`src/rtl/input_debounce_if.sv`:
```
// ============================================================================
// Module      : input_debounce_if
// Description : Raw pin inputs and conditioned outputs of the debounce stage.
// Revision    : 1.0 - initial release
// ============================================================================
`default_nettype none

interface input_debounce_if;
    logic [15:0] SwRaw;
    logic [2:0]  BtnRaw;
    logic [15:0] Sw;
    logic [2:0]  Btn;
    logic [2:0]  BtnPress;

    modport master (
        output SwRaw,
        output BtnRaw,
        input  Sw,
        input  Btn,
        input  BtnPress
    );

    modport slave (
        input  SwRaw,
        input  BtnRaw,
        output Sw,
        output Btn,
        output BtnPress
    );
endinterface

`default_nettype wire

```
`src/rtl/input_debounce.sv`:
```
// ============================================================================
// Module      : input_debounce
// Description : Synchronizes and debounces 16 switches and 3 active-low buttons,
//               with a one-cycle strobe on each debounced button press.
// Revision    : 1.0 - initial release
// ============================================================================
`default_nettype none

module input_debounce #(
    parameter int DEBOUNCE_CYCLES = 1000000,
    parameter int CNT_W           = 20
) (
    input wire              Clk,
    input wire              Rst,
    input_debounce_if.slave bus
);

    localparam int                c_num_ch   = 19;
    localparam logic [CNT_W-1:0]  c_cnt_last = CNT_W'(DEBOUNCE_CYCLES - 1);
    // Buttons idle released (high), switches idle low.
    localparam logic [c_num_ch-1:0] c_rst_val = {3'b111, 16'h0000};

    logic [c_num_ch-1:0] w_raw;
    logic [c_num_ch-1:0] w_stable;
    logic [c_num_ch-1:0] w_stable_nxt;
    logic [2:0]          r_press;

    assign w_raw = {bus.BtnRaw, bus.SwRaw};

    for (genvar gi = 0; gi < c_num_ch; gi++) begin : g_ch
        logic             r_sync1;
        logic             r_sync2;
        logic             r_stable;
        logic [CNT_W-1:0] r_cnt;
        logic             w_mismatch;
        logic             w_done;

        assign w_mismatch       = r_sync2 ^ r_stable;
        assign w_done           = w_mismatch && (r_cnt == c_cnt_last);
        assign w_stable[gi]     = r_stable;
        assign w_stable_nxt[gi] = w_done ? r_sync2 : r_stable;

        always_ff @(posedge Clk) begin
            if (Rst) begin
                r_sync1  <= c_rst_val[gi];
                r_sync2  <= c_rst_val[gi];
                r_stable <= c_rst_val[gi];
                r_cnt    <= '0;
            end else begin
                r_sync1  <= w_raw[gi];
                r_sync2  <= r_sync1;
                r_stable <= w_stable_nxt[gi];
                // Any agreement or a completed run restarts the count.
                if (!w_mismatch || w_done) begin
                    r_cnt <= '0;
                end else begin
                    r_cnt <= r_cnt + 1'b1;
                end
            end
        end
    end

    // Strobe lands on the same edge the debounced level falls.
    always_ff @(posedge Clk) begin
        if (Rst) begin
            r_press <= 3'b000;
        end else begin
            r_press <= w_stable[18:16] & ~w_stable_nxt[18:16];
        end
    end

    assign bus.Sw       = w_stable[15:0];
    assign bus.Btn      = w_stable[18:16];
    assign bus.BtnPress = r_press;

endmodule

`default_nettype wire

```
`src/flat_wrapper.sv`:
```
// flat-port wrapper written by rule: the top's interface ports become plain ports
module input_debounce_flat 
#(
    parameter int DEBOUNCE_CYCLES = 1000000,
    parameter int CNT_W           = 20
)
  (Clk, Rst, bus_SwRaw, bus_BtnRaw, bus_Sw, bus_Btn, bus_BtnPress);
  input_debounce_if bus_i ();
  input wire Clk;
  input wire Rst;
  input wire logic [$bits(bus_i.SwRaw)-1:0] bus_SwRaw;
  input wire logic [$bits(bus_i.BtnRaw)-1:0] bus_BtnRaw;
  output wire logic [$bits(bus_i.Sw)-1:0] bus_Sw;
  output wire logic [$bits(bus_i.Btn)-1:0] bus_Btn;
  output wire logic [$bits(bus_i.BtnPress)-1:0] bus_BtnPress;
  assign bus_i.SwRaw = bus_SwRaw;
  assign bus_i.BtnRaw = bus_BtnRaw;
  assign bus_Sw = bus_i.Sw;
  assign bus_Btn = bus_i.Btn;
  assign bus_BtnPress = bus_i.BtnPress;
  input_debounce #(.DEBOUNCE_CYCLES(DEBOUNCE_CYCLES), .CNT_W(CNT_W)) u_core (.Clk(Clk), .Rst(Rst), .bus(bus_i));
endmodule
```
`config.mk`:
```
export PLATFORM = sky130hd
export DESIGN_NAME = input_debounce_flat
export DESIGN_NICKNAME = d
export VERILOG_FILES = /design/src/rtl/input_debounce_if.sv /design/src/rtl/input_debounce.sv /design/src/flat_wrapper.sv
export SDC_FILE = /design/constraint.sdc
export NUM_CORES = 1
export LEC_CHECK = 0
export ABC_CLOCK_PERIOD_IN_PS = 2900
export CAP_MARGIN = 30
export CORE_AREA = 5 5 260 262
export DETAILED_ROUTE_END_ITERATION = 16
export DIE_AREA = 0 0 265 267
export PLACE_DENSITY = 0.43
export SKIP_CTS_REPAIR_TIMING = 1
export SYNTH_ARGS = -nofsm -noshare
export SYNTH_HDL_FRONTEND = slang
export SYNTH_SLANG_ARGS = --single-unit
```
`constraint.sdc`:
```
create_clock -name Clk -period 2.9 [get_ports Clk]
set_input_delay 0.58 -clock Clk [delete_from_list [all_inputs] [get_ports Clk]]
set_output_delay 0.58 -clock Clk [all_outputs]
set_load 0.02 [all_outputs]
```
==> implementation parameters, run 1 <==
Parameter                              Value

Outcome
  Outcome ... finished clean

Die
  Site row count ... between 90 and 100
  Die Area ... roughly 0.071 mm^2
  Die span in x ... 265 um
  Die Y-Extent ... 267 um
  Top Ports ... 43
  Placeable core region ... 0.0652 mm^2
  Initial Util ... 29.7%

Power
  Combinational group share of total power ... 1.2%
  Areal power density over the cells ... about 560 mW/mm^2
  Total internal power ... 0.00989 W
  NetSw ... 0.00265 W
  Part of the power in the clock network ... about half
  Fraction of power spent switching nets ... about a fifth
  Leakage power total ... 6.31 nW
  Part of the total power dissipated in sequential elements ... 48.6%
  Sum of internal, switching and leakage power ... approximately 0.013 W
  Highest ir drop seen on vdd ... 0.498 mV

Global route
  Congestion Overflow GR ... 0
  Number of global-route vias before repair ... 14600
  First-pass GRT wire length ... 69400 um
  Met3 capacity usage during global routing ... around 2.3%
  Initial antenna violation count ... 0
  Met2 Use GR ... between 10% and 20%
  Pin count of the biggest net entering global routing ... 26
  Fraction of met1 tracks used by global routing ... 14.9%
  GRT Resource Usage Total ... 11.2%
  Layer with the highest usage ... met2

Clock tree
  Number of clock sinks ... between 400 and 500
  Buffers from clock root to sink, at most ... 3
  Clock root cell ... sky130_fd_sc_hd__clkbuf_16
  TritonCTS buffer count ... 52
  Clock tree from TritonCTS ... yes
  Reg clk slew, reported paths ... around 50 ps
  Source-to-sink clock delay at the later pin of the worst-skew pair ... ~580 ps
  Maximum level of the CTS H-tree ... 2

STA
  Hold WS ... a little over 400 ps
  Top achievable clock speed ... 0.434 GHz
  Clock skew after layout ... 16.0 ps
  Post-layout minimum cycle time ... between 2000 and 2500 ps
  Final setup violation count ... 0
  Final setup slack of the worst path ... 597 ps
  Slew at the pin closest to its max-slew limit ... ~640 ps
  Worst max-slew margin expressed relative to the limit ... a little under three fifths
  Unrepaired setup endpoints after global routing ... no
  Hold violation count in the final report ... 0
  Count of final max-slew check failures ... 0
  Final cycle utilization of the critical path ... just under 80%
  Total negative slack ... 0 ps

Final layout
  Area growth from synthesis to layout ... 14.9%
  Finished Cell Area ... 0.0222 mm^2
  Share of layout cells above drive strength 1 ... 6.59%
  Number of inserted diodes ... 0
  Total of fill cells in the finished design ... 6760
  Nets@finish ... 2297

Synthesis
  EDFF count, synth ... 0
  Cell count after synthesis ... 2226
  Flip-flop and latch count after synthesis ... 440
  Mapped Nets ... 2266
  Cell type with the highest aggregate area in the netlist ... sky130_fd_sc_hd__dfxtp_1
  Number of warnings issued by yosys ... 0
  Share of synthesized area occupied by flip-flops and latches ... 45.5%
  Unique masters post-synth ... 53
  Dominant register cell in the synthesized netlist ... sky130_fd_sc_hd__dfxtp_1
  Cell area after synthesis ... 0.0193 mm^2
  Cell types with the largest area share after synthesis ... sky130_fd_sc_hd__dfxtp_1 46%, sky130_fd_sc_hd__xnor2_1 7.0%, sky130_fd_sc_hd__nor2_1 5.5%
  Share of synthesized registers carrying an async set or reset ... 0%
  Top-area cell type share of the netlist area ... 45.5%
  Average cell area after synthesis ... 8.69 um^2

Setup path
  Crit path capture type ... flop
  Top delay family on crit path ... simple AND/OR/NAND/NOR gates
  Critical path buffers and inverters ... 0
  Largest stage delay on the critical path ... about 610 ps
  R2R setup slack ... 600 ps
  Critical path launch point type ... flop
  CP required ... 3340 ps
  Critical path's slowest cell ... sky130_fd_sc_hd__a211o_1
  Max Fanout on Critical Path ... 20
  Cell-by-cell trace of the critical path ... or4bb_1 -> nor4_1 -> a211o_1 -> nor2_1
  Critical path arrival ... roughly 2800 ps
  CP Class ... flop to flop

Place
  Detailed Place HPWL ... 26900 um
  Quantity of I/O buffers inserted on ports ... 42
  Pre-CTS WS ... 620 ps
  Total cell area at the placement stage ... between 0.02 and 0.025 mm^2
  Global placer's final weighted congestion ... 0.756

Detailed routing
  Sum of routed wire length over all layers ... around 40000 um
  1st-pass router iterations ... 5
  Mean routed wirelength per cell ... 12.7 um
  DR DRC count ... 0
  Iter 0 DRT Violations ... 649
  Vias ... 15200
  Via density ... between 4 and 5
  Antenna-violating nets left ... 0

Run
  Max-cap violations ... 0

Min path
  Class of the worst hold path ... flop to flop
## layout by cell type, fill, tap and decap left out, types with 50 or more instances in the layout
cell type | netlist | routed
sky130_fd_sc_hd__dfxtp_1 | 440 | 440
sky130_fd_sc_hd__nor2_1 | 284 | 284
sky130_fd_sc_hd__xnor2_1 | 155 | 155
sky130_fd_sc_hd__a21oi_1 | 136 | 136
sky130_fd_sc_hd__nand3_1 | 127 | 127
sky130_fd_sc_hd__nand2_1 | 109 | 109
sky130_fd_sc_hd__inv_1 | 90 | 90
sky130_fd_sc_hd__or3_1 | 89 | 89
sky130_fd_sc_hd__o21ai_0 | 86 | 86
sky130_fd_sc_hd__xor2_1 | 83 | 83
sky130_fd_sc_hd__nand4_1 | 74 | 74
sky130_fd_sc_hd__or4_1 | 73 | 73
sky130_fd_sc_hd__nor3_1 | 57 | 57
sky130_fd_sc_hd__clkbuf_16 | 0 | 53
sky130_fd_sc_hd__o31ai_1 | 50 | 50
## kinds of logic after synthesis
kind of cell	after synthesis	share of synthesized area, %
adders and majority gates	19	1.23
and+or+nand+nor	1045	29.4
AOI/OAI and AO/OA	302	8.92
DFF	440	45.5
buffers and inverters	182	4.14
xor gates and xnor gates	238	10.8
## final timing paths
check / startpoint / end / cells after the start
setup / recovery: u_core.g_ch[16].r_cnt[9] / u_core.g_ch[16].r_cnt[11] / 4
setup reg to reg: u_core.g_ch[16].r_cnt[9] / u_core.g_ch[16].r_cnt[11] / 4
hold reg to reg: u_core.g_ch[18].r_sync1 / u_core.g_ch[18].r_sync2 / 1
hold / removal: u_core.g_ch[18].r_sync1 / u_core.g_ch[18].r_sync2 / 1
## synth_stat cells (44+ instances only)
| master | instances |
|---|---|
| sky130_fd_sc_hd__nand3_1 | 127 |
| sky130_fd_sc_hd__a21oi_1 | 136 |
| sky130_fd_sc_hd__nor3_1 | 57 |
| sky130_fd_sc_hd__dfxtp_1 | 440 |
| sky130_fd_sc_hd__clkbuf_1 | 46 |
| sky130_fd_sc_hd__o21ai_0 | 86 |
| sky130_fd_sc_hd__inv_1 | 90 |
| sky130_fd_sc_hd__nor2_1 | 284 |
| sky130_fd_sc_hd__nand2_1 | 109 |
| sky130_fd_sc_hd__o31ai_1 | 50 |
| sky130_fd_sc_hd__or3_1 | 89 |
| sky130_fd_sc_hd__nor4_1 | 44 |
| sky130_fd_sc_hd__xnor2_1 | 155 |
| sky130_fd_sc_hd__xor2_1 | 83 |
| sky130_fd_sc_hd__or4_1 | 73 |
| sky130_fd_sc_hd__nand4_1 | 74 |
## layout make-up
| class | instances | area, um^2 | share of cell area, % |
|---|---|---|---|
| Clock inverter | 11 | 96.3 | 0.433 |
| Clock buffer | 78 | 1550 | 6.97 |
| Sequential cell | 440 | 8810 | 39.6 |
| Tap cell | 864 | 1080 | 4.86 |
| Timing Repair Buffer | 69 | 621 | 2.79 |
| Multi-Input combinational cell | 1604 | 9740 | 43.8 |
| Inverter | 90 | 338 | 1.52 |
## metal layers
metal,vias to the layer above,share of wire [%]
met5,-,0
met4,0,2.4
met3,72,3.2
met2,111,45
met1,7056,50
li1,7939,-
## sequential cells by signal (all words and copies together) (netlist names)
register / flops
u_core.g_ch.r_cnt: 380
u_core.g_ch.r_stable: 19
u_core.g_ch.r_sync1: 19
u_core.g_ch.r_sync2: 19
u_core.bus.BtnPress: 3
## per-stage QoR
| step | cells | utilization [%] |
|---|---|---|
| detailed placement | 3067 | 31.6 |
| CTS | 3156 | 34.1 |
| floorplan | 2226 | - |
| finish | 3156 | 34.1 |
| global placement | 3067 | 31.6 |
| global route | 3156 | 34.1 |
## power by group through the flow
stage                     sequential [W]  combinational (W)  clock, W
after floorplan                  0.00622          0.0000902         0
after global placement           0.00623           0.000160         0
after detailed placement         0.00623           0.000162         0
after CTS                        0.00610           0.000163   0.00660
after global routing             0.00610           0.000177   0.00684
final                            0.00610           0.000156   0.00628
## worst reg2reg max path, delay by kind of cell, from the launching register on
| kind | cells | cell delay, ps |
|---|---|---|
| simple gates | 3 | 1140 |
| flops | 1 | 410 |
| compound gates | 1 | 610 |
(Power assumes the default switching activity.)
==> inputs of run 2 (changes only) <==
ABC_CLOCK_PERIOD_IN_PS = 1860   (was 2900)
PLACE_DENSITY = 0.45   (was 0.43)
clock period = 1.86 ns   (was 2.9 ns; I/O delays follow)
==> run 2 against run 1 <==
Against the previous run:
- the run now ends with setup timing left
- setup slack got worse by 790 ps
- critical endpoint is now u_core.g_ch[10].r_cnt[2]
- global-route usage increased by 0.53 points
- largest power group unchanged
- sequential power increased by 56%
==> implementation parameters, run 2 (synthesized netlist as in run 1, its figures left out) <==
Parameter                              Value

Power
  Fraction of power spent switching nets ... 21.4% (+0.25 points)
  NetSw ... 0.00424 W (+60%)
  Leakage power total ... 8.13 nW (+29%)
  Part of the total power dissipated in sequential elements ... 47.9% (-0.7 points)
  Highest ir drop seen on vdd ... 0.687 mV (+38%)
  Total internal power ... 0.0156 W (+58%)
  Areal power density over the cells ... 797 mW/mm^2 (+41%)
  Part of the power in the clock network ... 50.5% (+0.4 points)
  Combinational group share of total power ... 1.6% (+0.4 points)

STA
  Clock skew after layout ... 22.6 ps (+6.62 ps)
  Hold violation count in the final report ... 0 (unchanged)
  Count of final max-slew check failures ... 0 (unchanged)
  Final cycle utilization of the critical path ... 110% (+31 points)
  Worst max-slew margin expressed relative to the limit ... 64.1% (+6.5 points)
  Final setup slack of the worst path ... -189 ps (-786 ps)
  Unrepaired setup endpoints after global routing ... yes
  Final setup violation count ... 145 (+145)
  Post-layout minimum cycle time ... 2050 ps (-254 ps)
  Top achievable clock speed ... 0.488 GHz (+12%)
  Slew at the pin closest to its max-slew limit ... 534 ps (-102 ps)

Setup path
  Cell-by-cell trace of the critical path ... or4b_1 -> or4_4 -> o211ai_1 -> buf_4 -> nor2_1
  CP required ... 2340 ps (-1000 ps)
  Crit path capture type ... flop
  CP startpoint ... u_core.g_ch[10].r_cnt[8]
  Critical path launch point type ... flop
  Reg-to-Reg Start ... u_core.g_ch[10].r_cnt[8]
  Top delay family on crit path ... simple AND/OR/NAND/NOR gates
  Largest stage delay on the critical path ... 550 ps (-60 ps)
  Max Fanout on Critical Path ... 12 (-40%)
  Critical path buffers and inverters ... 1 (+1)
  Critical path arrival ... 2530 ps (-220 ps)
  Critical path's slowest cell ... sky130_fd_sc_hd__or4_4
  CP Class ... flop to flop

Clock tree
  Maximum level of the CTS H-tree ... 2 (unchanged)
  Clock tree from TritonCTS ... yes
  Source-to-sink clock delay at the later pin of the worst-skew pair ... 600 ps (+20 ps)
  TritonCTS buffer count ... 52 (unchanged)
  Clock root cell ... sky130_fd_sc_hd__clkbuf_16
  Buffers from clock root to sink, at most ... 3 (unchanged)
  Reg clk slew, reported paths ... 60 ps (about the same)
  Number of clock sinks ... 440 (unchanged)

Place
  Detailed Place HPWL ... 29400 um (+9.7%)
  Count of placed standard cells including taps ... 3313 (+8.0%)
  Global placer's final weighted congestion ... 0.764 (+1.1%)
  Quantity of I/O buffers inserted on ports ... 42 (unchanged)
  Total cell area at the placement stage ... 0.0227 mm^2 (+10%)

Final layout
  Area growth from synthesis to layout ... 28.8%
  Leading cell types in the layout, fill and taps excluded ... 413 x sky130_fd_sc_hd__dfxtp_1, 272 x sky130_fd_sc_hd__buf_4, 262 x sky130_fd_sc_hd__nor2_1
  Share of layout cells above drive strength 1 ... 21.0% (+14 points)
  Register with the most flip-flops ... u_core.g_ch.r_cnt
  Finished Cell Area ... 0.0249 mm^2 (+12%)
  Register area ... 0.00884 mm^2 (+0.38%)
  Final Core Density ... 38.2% (+4.1 points)
  Final cell count without fillers ... 3429 (+8.7%)
  Total of fill cells in the finished design ... 6557 (-3.0%)
  Number of inserted diodes ... 0 (unchanged)
  Nets@finish ... 2562 (+12%)
  Area taken by multi-input logic gates ... 0.0101 mm^2 (+4.0%)
  Number of flip-flops under the largest register name ... 380 (unchanged)
  Most common cell after layout, fill and taps aside ... sky130_fd_sc_hd__dfxtp_1

Die
  Die Y-Extent ... 267 um (unchanged)
  Site row count ... 94 (unchanged)
  Die span in x ... 265 um (unchanged)
  Top Ports ... 43 (unchanged)
  Placeable core region ... 0.0652 mm^2 (unchanged)
  Die Area ... 0.0708 mm^2 (unchanged)
  Initial Util ... 29.7% (unchanged)

Detailed routing
  Iter 0 DRT Violations ... 761 (+17%)
  Antenna-violating nets left ... 0 (unchanged)
  Vias ... 16300 (+7.1%)
  Mean routed wirelength per cell ... 12.6 um (-1.2%)
  Via density ... 4.74 (-1.4%)
  Sum of routed wire length over all layers ... 43100 um (+7.4%)
  DR DRC count ... 0 (unchanged)
  1st-pass router iterations ... 5 (unchanged)

Global route
  First-pass GRT wire length ... 72800 um (+5.0%)
  Congestion Overflow GR ... 0 (unchanged)
  Number of global-route vias before repair ... 15800 (+7.8%)
  Pin count of the biggest net entering global routing ... 25 (-3.8%)
  GRT Resource Usage Total ... 11.7% (+0.53 points)
  Initial antenna violation count ... 0 (unchanged)

Outcome
  Outcome ... finished with violations
  Violations in the final reports ... setup timing

Run
  Max-cap violations ... 0 (unchanged)

Min path
  Hold wc startpoint ... Rst
  Class of the worst hold path ... input pin to flop
[run 2: changes by cell type in the layout (fill, tap and decap cells not counted), moves of 22 or more]
cell,change
sky130_fd_sc_hd__clkdlybuf4s50_1,-22
sky130_fd_sc_hd__a21oi_1,-33
sky130_fd_sc_hd__dfxtp_2,+27
sky130_fd_sc_hd__dfxtp_1,-27
sky130_fd_sc_hd__nor2_1,-22
sky130_fd_sc_hd__a21oi_2,+33
sky130_fd_sc_hd__dlymetal6s2s_1,+22
sky130_fd_sc_hd__buf_4,+244
[run 2: stage by stage]
step	power (W)	setup slack, ps	hold WS, ps	setup TNS, ps
after global placement	0.0100	-193	391	-11850
final	0.0199	-189	236	-16440
after CTS	0.0203	-298	213	-20050
after detailed placement	0.0100	-180	400	-14150
after floorplan	0.00986	-77.4	389	-3880
after global routing	0.0207	-276	228	-26430
[run 2: path summary, 6_finish.rpt]
path                                   end  slack, ps  depth (start not counted)
setup / recovery  u_core.g_ch[10].r_cnt[2]       -190                          5
hold / removal    u_core.g_ch[14].r_stable        240                          3
setup reg to reg  u_core.g_ch[10].r_cnt[2]       -190                          5
hold reg to reg    u_core.g_ch[16].r_sync2        410                          1
[run 2: routing by layer]
metal / vias up / wire length (um) / track usage [%]
met3: 70 / 1490 / 2.18
met4: 0 / 924 / 3.71
met1: 7582 / 20600 / 15.1
li1: 8470 / - / -
met5: - / 0 / 0
met2: 132 / 20000 / 19.9
[run 2: tightest hold or removal path, cell delays in order]
cell and delay, ps:
sky130_fd_sc_hd__buf_4 160, sky130_fd_sc_hd__buf_12 180, sky130_fd_sc_hd__a21oi_2 40
[run 2: power by group through the flow]
stage	Clock [W]	Combinational [W]	Sequential [W]
6_report	0.0100	0.000317	0.00951
5_1_grt	0.0109	0.000352	0.00950
3_5_place_dp	0	0.000297	0.00971
2_1_floorplan	0	0.000149	0.00971
4_1_cts	0.0105	0.000298	0.00950
3_3_place_gp	0	0.000295	0.00971
[run 2: layout make-up]
class                      count  area share [%]
clock inverter                17           0.583
tap                          864            4.34
timing repair buffer         334            11.3
sequential                   440            35.5
inverter                      90            1.36
clock buffer                  80            6.21
multi-input combinational   1604            40.7
